### src/rtl/pipe_ctrl_pkg.sv
// Shared types and constants for the pipeline hazard controller.
// Holds the FSM state enum, register-address type and the load-use match helper.
package pipe_ctrl_pkg;

    localparam int unsigned REG_ADDR_W = 5;

    typedef logic [REG_ADDR_W-1:0] reg_addr_t;

    localparam reg_addr_t REG_ZERO = 5'd0;

    typedef enum logic [0:0] {
        RUN,
        MEM_WAIT
    } ctrl_state_t;

    // x0 is hardwired to zero, so a load into it never creates a dependency.
    function automatic logic load_use_hit(
        input logic      ex_memread,
        input reg_addr_t ex_rd,
        input reg_addr_t id_rs1,
        input reg_addr_t id_rs2,
        input logic      id_uses_rs2
    );
        return ex_memread && (ex_rd != REG_ZERO) &&
               ((ex_rd == id_rs1) || (id_uses_rs2 && (ex_rd == id_rs2)));
    endfunction

endpackage

### src/rtl/sat_counter.sv
// Saturating event counter with synchronous reset and clear.
// Clear takes priority over increment; the count holds at all-ones.
module sat_counter #(
    parameter int unsigned WIDTH = 32
) (
    input  logic             i_clk,
    input  logic             i_rst,
    input  logic             i_clr,
    input  logic             i_inc,
    output logic [WIDTH-1:0] o_count
);

    logic [WIDTH-1:0] r_count;

    always_ff @(posedge i_clk) begin
        if (i_rst || i_clr) begin
            r_count <= '0;
        end else if (i_inc && (r_count != {WIDTH{1'b1}})) begin
            r_count <= r_count + WIDTH'(1);
        end
    end

    assign o_count = r_count;

endmodule

### src/rtl/hazard_ctrl.sv
// Stall/flush controller for the 5-stage pipeline: memory freeze, branch flush, load-use stall.
// Control outputs are combinational; the FSM only tracks multi-cycle memory accesses.
module hazard_ctrl
    import pipe_ctrl_pkg::*;
#(
    parameter int unsigned MEM_LAT = 2,
    parameter int unsigned CNT_W   = 32
) (
    input  logic                  i_clk,
    input  logic                  i_rst,
    input  logic [REG_ADDR_W-1:0] i_ifid_rs1,
    input  logic [REG_ADDR_W-1:0] i_ifid_rs2,
    input  logic                  i_ifid_uses_rs2,
    input  logic                  i_idex_memread,
    input  logic [REG_ADDR_W-1:0] i_idex_rd,
    input  logic                  i_branch_taken,
    input  logic                  i_exmem_memread,
    input  logic                  i_exmem_memwrite,
    input  logic                  i_cnt_clr,
    output logic                  o_pc_write,
    output logic                  o_ifid_write,
    output logic                  o_ifid_flush,
    output logic                  o_idex_write,
    output logic                  o_idex_bubble,
    output logic                  o_exmem_write,
    output logic                  o_memwb_bubble,
    output logic                  o_busy,
    output logic [CNT_W-1:0]      o_stall_count,
    output logic [CNT_W-1:0]      o_flush_count,
    output logic [CNT_W-1:0]      o_memwait_count
);

    localparam int unsigned WCNT_W    = (MEM_LAT > 2) ? $clog2(MEM_LAT) : 1;
    localparam int unsigned WCNT_INIT = (MEM_LAT >= 2) ? (MEM_LAT - 2) : 0;
    localparam logic        LAT_MULTI = (MEM_LAT > 1);

    ctrl_state_t       r_state;
    ctrl_state_t       w_state_next;
    logic [WCNT_W-1:0] r_wcnt;
    logic [WCNT_W-1:0] w_wcnt_next;

    logic w_mem_access;
    logic w_load_use;
    logic w_freeze;
    logic w_flush;
    logic w_stall;

    always_comb begin
        w_mem_access = i_exmem_memread | i_exmem_memwrite;
        w_load_use   = load_use_hit(i_idex_memread, i_idex_rd, i_ifid_rs1, i_ifid_rs2,
                                    i_ifid_uses_rs2);
        w_freeze     = ((r_state == MEM_WAIT) && (r_wcnt != '0)) ||
                       ((r_state == RUN) && w_mem_access && LAT_MULTI);
        // Freeze masks both branch and load-use; branch masks load-use.
        w_flush      = !w_freeze && i_branch_taken;
        w_stall      = !w_freeze && !i_branch_taken && w_load_use;
    end

    always_comb begin
        w_state_next = r_state;
        w_wcnt_next  = r_wcnt;
        unique case (r_state)
            RUN: begin
                if (w_freeze) begin
                    w_state_next = MEM_WAIT;
                    w_wcnt_next  = WCNT_W'(WCNT_INIT);
                end
            end
            MEM_WAIT: begin
                if (r_wcnt != '0) begin
                    w_wcnt_next = r_wcnt - WCNT_W'(1);
                end else begin
                    w_state_next = RUN;
                end
            end
            default: begin
                w_state_next = RUN;
                w_wcnt_next  = '0;
            end
        endcase
    end

    always_ff @(posedge i_clk) begin
        if (i_rst) begin
            r_state <= RUN;
            r_wcnt  <= '0;
        end else begin
            r_state <= w_state_next;
            r_wcnt  <= w_wcnt_next;
        end
    end

    always_comb begin
        o_pc_write     = 1'b1;
        o_ifid_write   = 1'b1;
        o_ifid_flush   = 1'b0;
        o_idex_write   = 1'b1;
        o_idex_bubble  = 1'b0;
        o_exmem_write  = 1'b1;
        o_memwb_bubble = 1'b0;
        o_busy         = 1'b0;
        if (i_rst) begin
            o_pc_write     = 1'b0;
            o_ifid_write   = 1'b0;
            o_idex_write   = 1'b0;
            o_exmem_write  = 1'b0;
            o_idex_bubble  = 1'b1;
            o_memwb_bubble = 1'b1;
        end else if (w_freeze) begin
            o_pc_write     = 1'b0;
            o_ifid_write   = 1'b0;
            o_idex_write   = 1'b0;
            o_exmem_write  = 1'b0;
            o_memwb_bubble = 1'b1;
            o_busy         = 1'b1;
        end else if (w_flush) begin
            o_ifid_flush  = 1'b1;
            o_idex_bubble = 1'b1;
        end else if (w_stall) begin
            o_pc_write    = 1'b0;
            o_ifid_write  = 1'b0;
            o_idex_bubble = 1'b1;
        end
    end

    sat_counter #(
        .WIDTH(CNT_W)
    ) u_stall_cnt (
        .i_clk  (i_clk),
        .i_rst  (i_rst),
        .i_clr  (i_cnt_clr),
        .i_inc  (w_stall),
        .o_count(o_stall_count)
    );

    sat_counter #(
        .WIDTH(CNT_W)
    ) u_flush_cnt (
        .i_clk  (i_clk),
        .i_rst  (i_rst),
        .i_clr  (i_cnt_clr),
        .i_inc  (w_flush),
        .o_count(o_flush_count)
    );

    sat_counter #(
        .WIDTH(CNT_W)
    ) u_memwait_cnt (
        .i_clk  (i_clk),
        .i_rst  (i_rst),
        .i_clr  (i_cnt_clr),
        .i_inc  (w_freeze),
        .o_count(o_memwait_count)
    );

endmodule

### config.mk
export PLATFORM = sky130hd
export DESIGN_NAME = hazard_ctrl
export DESIGN_NICKNAME = d
export VERILOG_FILES = /design/src/rtl/pipe_ctrl_pkg.sv /design/src/rtl/sat_counter.sv /design/src/rtl/hazard_ctrl.sv
export SDC_FILE = /design/constraint.sdc
export NUM_CORES = 1
export LEC_CHECK = 0
export CORE_MARGIN = 3
export CORE_UTILIZATION = 49
export DETAILED_ROUTE_END_ITERATION = 8
export PLACE_DENSITY = 0.8
export SLEW_MARGIN = 30
export SYNTH_ARGS = -nofsm -noshare
export SYNTH_HDL_FRONTEND = slang
export SYNTH_SLANG_ARGS = --single-unit
### constraint.sdc
create_clock -name i_clk -period 2.3 [get_ports i_clk]
set_input_delay 0.46 -clock i_clk [delete_from_list [all_inputs] [get_ports i_clk]]
set_output_delay 0.46 -clock i_clk [all_outputs]
set_load 0.05 [all_outputs]
==> results_dict.tcl, run 1 <==
set metrics [dict create \
    yosysWarnings 0 \
    holdPathStages 2 \
    violations "negative setup slack" \
    die_x_um 106 \
    initial_core_util 0.516 \
    regArea_um2 1970 \
    syn_nets 608 \
    setup_slack_ns -0.0868 \
    viasPerCell 5.72 \
    critPathKind "primary input to primary output" \
    maxCapViolCount 0 \
    synth_edf_count 0 \
    grt_pass1_wl_um 22900 \
    wl_um 13800 \
    hold_path_end "u_stall_cnt.o_count[11]" \
    ys_seq_elements 97 \
    post_drt_wl_per_cell_um 15.8 \
    core_um2 9460 \
    cp_top_family "simple AND/OR/NAND/NOR gates" \
    power.total_mw 3.01 \
    rr_worst_depth 6 \
    slowest_stage "or4_4" \
    die_y_um 106 \
    ys_seq_area_frac 0.398 \
    io_buffer_count 126 \
    clock_latency_ns 0.36 \
    drtIter0Drc 223 \
    grt-ovfl-total 0 \
    synth_adder_area_share 0.00769 \
    worst-path-buf-inv 2 \
    worst_setup_hold_path_clk_slew_ns 0.11 \
    grt.total_usage 0.243 \
    ctsHtreeMaxLevel 3 \
    io_pins 127 \
    synth-xor-area-share 0.122 \
    antenna_cells 0 \
    hpwl_um 10200 \
    synth.avg_cell_area_um2 8.38 \
    drt_pre_antenna_iters 6 \
    hold_viol_final 0 \
    fmax_mhz 419 \
    tightest_slew_ns 0.776 \
    whs_ns 0.493 \
    place_ws_ns -0.587 \
    final_nets 762 \
    final_max_slew_viol_count 0 \
    antenna_found_initial 0 \
    ys_types 47 \
    crit_required_ns 1.84 \
    hp-class "register to register" \
    drive_gt1_frac 0.158 \
    finalSetupTns_ns -0.235 \
    leakage_nw 2.27 \
    drc_errors 0 \
    r2r_end "u_stall_cnt.o_count[29]" \
    synth_top_area_cell "dfxtp_1" \
    nFillCells 757 \
    ir_worst_vdd_v 0.000420 \
    yosys.area_share.simple 0.339 \
    yosysTopAreaCellShare 0.398 \
    synth.most_common_cell "dfxtp_1" \
    synth.area.mux_share 0.0123 \
    cts_tree "built" \
    hp-start "u_stall_cnt.o_count[11]" \
    worstPathMaxFanout 2 \
    slew_headroom 0.480 \
    grt_max_degree 67 \
    rsz0062_at_grt "true" \
    place_congestion 0.878 \
    vias 4977 \
    cts_root_buf "clkbuf_8" \
    area_growth_pct 40.8 \
    synthFlopType "dfxtp_1" \
    ff2ff_setup_slack_ns 0.13 \
    antenna_left 0 \
    syn-instance-count 582 \
    r2r_start "u_stall_cnt.o_count[16]" \
    finalCritPeriodShare 1.04 \
    netlist_top_cells_area "dfxtp_1 (40%), xor2_1 (8.1%), nor2_1 (6.5%), nand4_1 (5.8%), xnor2_1 (4.1%)" \
    numCtsBuffers 9 \
    num_rows 35 \
    synth_common_cells "dfxtp_1 (97), nor2_1 (84), nand4_1 (45), xor2_1 (45), nand2_1 (40)" \
    status "finished with violations" \
    syn_area_um2 4880 \
    power_density_nw_per_um2 438 \
    setup_viol 3 \
    worstSetupEndpointType "primary output" \
    clk_path_buf_depth 2 \
    synth_compound_area_frac 0.0895 \
    die_area_um2 11200 \
    period_minus_slack_ns 2.39 \
    critPathArrivalTime_ns 1.93 \
    slowest_delay_ns 0.54 \
    fin_worst_skew_ns 0.0212 \
    critPathLaunchType "primary input" \
    cp_cell_sequence "buf_8 -> or4_4 -> nor2_4 -> nor4b_4 -> and2_4 -> or3_4 -> buf_12" \
    async_reset_ff_frac 0 \
    hold_buffers 0 \
    multi_input_area_um2 2870 \
    first_global_vias 4888 \
    synth_top_family_by_area "simple AND/OR/NAND/NOR gates" \
    cts.sinks 97 \
]
## per-stage QoR
| stage | instances | instance area, um2 | utilization |
|---|---|---|---|
| 2_1_floorplan | 582 | 4930 | - |
| 3_3_place_gp | 852 | 6620 | 0.699 |
| 3_5_place_dp | 852 | 6620 | 0.699 |
| 4_1_cts | 870 | 6840 | 0.723 |
| 5_1_grt | 870 | 6870 | 0.726 |
| 6_report | 870 | 6870 | 0.726 |
## how the worst max path moves through the flow
stage	cells past startpoint	end	startpoint
after global routing	7	o_idex_bubble	i_idex_rd[1]
after CTS	7	o_idex_bubble	i_idex_rd[1]
after detailed placement	7	o_idex_bubble	i_idex_rd[1]
after floorplan	5	o_pc_write	i_rst
after global placement	7	o_idex_bubble	i_idex_rd[1]
final	7	o_idex_bubble	i_idex_rd[1]
## sequential cells by signal, summed over array words and instances, names as in the netlist
signal	flops
u_memwait_cnt.o_count	32
r_state	1
u_stall_cnt.o_count	32
u_flush_cnt.o_count	32
## metal layers
metal	vias up	global-route usage	part of all wire
li1	2430	-	-
met1	2372	0.287	0.41
met2	149	0.443	0.52
met3	26	0.0447	0.050
met4	0	0.0786	0.020
met5	-	0	0
## layout by cell type, fill, tap and decap left out, drive strengths merged, types with 2 or more instances in the layout
master / n
nand4: 45
or4: 20
nor4: 7
clkinvlp: 2
buf: 55
dlymetal6s2s: 2
or3: 20
and3: 19
nor4b: 4
o21ai: 11
ha: 3
and4: 7
clkbuf: 10
clkdlybuf4s50: 111
o31ai: 14
nand3: 36
o211ai: 6
xor2: 45
a31oi: 5
nand4b: 2
a21oi: 24
nand2: 40
nor2: 84
or2: 2
inv: 7
dfxtp: 97
xnor2: 23
and2: 9
o41ai: 4
nor3: 9
nand3b: 3
mux2i: 6
## layout make-up
class,instances,share of cell area
clock inverters,6,0.00710
repair buffers,169,0.245
multi-input cells,455,0.417
inverters,4,0.00218
clock buffers,10,0.0186
flip-flops and latches,97,0.286
well taps,129,0.0235
## power by group
part / total [mW] / internal, mW / switching [mW] / leakage (nW)
Combinational: 0.292 / 0.138 / 0.154 / 1.39
Sequential: 1.69 / 1.68 / 0.00335 / 0.792
Clock: 1.03 / 0.408 / 0.624 / 0.0852
Total: 3.01 / 2.23 / 0.781 / 2.27
## tightest hold or removal path, cell delays in order, from the launching register on
cell	delay, ns
dfxtp_2	0.35
o31ai_1	0.06
a21oi_1	0.06
## cells by family after synthesis
group | count (synthesis)
and+or+nand+nor | 309
muxes | 6
buffers and inverters | 30
DFF | 97
xor gates and xnor gates | 68
AOI/OAI and AO/OA | 69
adders and majority gates | 3
## repair_timing
item                                    in CTS  in global routing
pin swaps                                    6                  4
setup buffers                                2                  0
endpoints found under the setup margin      21                 17
resized for setup                           30                  6
Note: power is estimated with default switching activity, not from simulation.
==> run 2, diff against run 1 <==
--- a/config.mk
+++ b/config.mk
@@ -7,6 +7,7 @@
 export LEC_CHECK = 0
 export CORE_MARGIN = 3
 export CORE_UTILIZATION = 49
+export CTS_CLUSTER_DIAMETER = 150
 export DETAILED_ROUTE_END_ITERATION = 8
 export PLACE_DENSITY = 0.8
 export SLEW_MARGIN = 30
==> results of run 2 <==
Same layout as run 1: the final DEF is identical, and so are final timing and power.
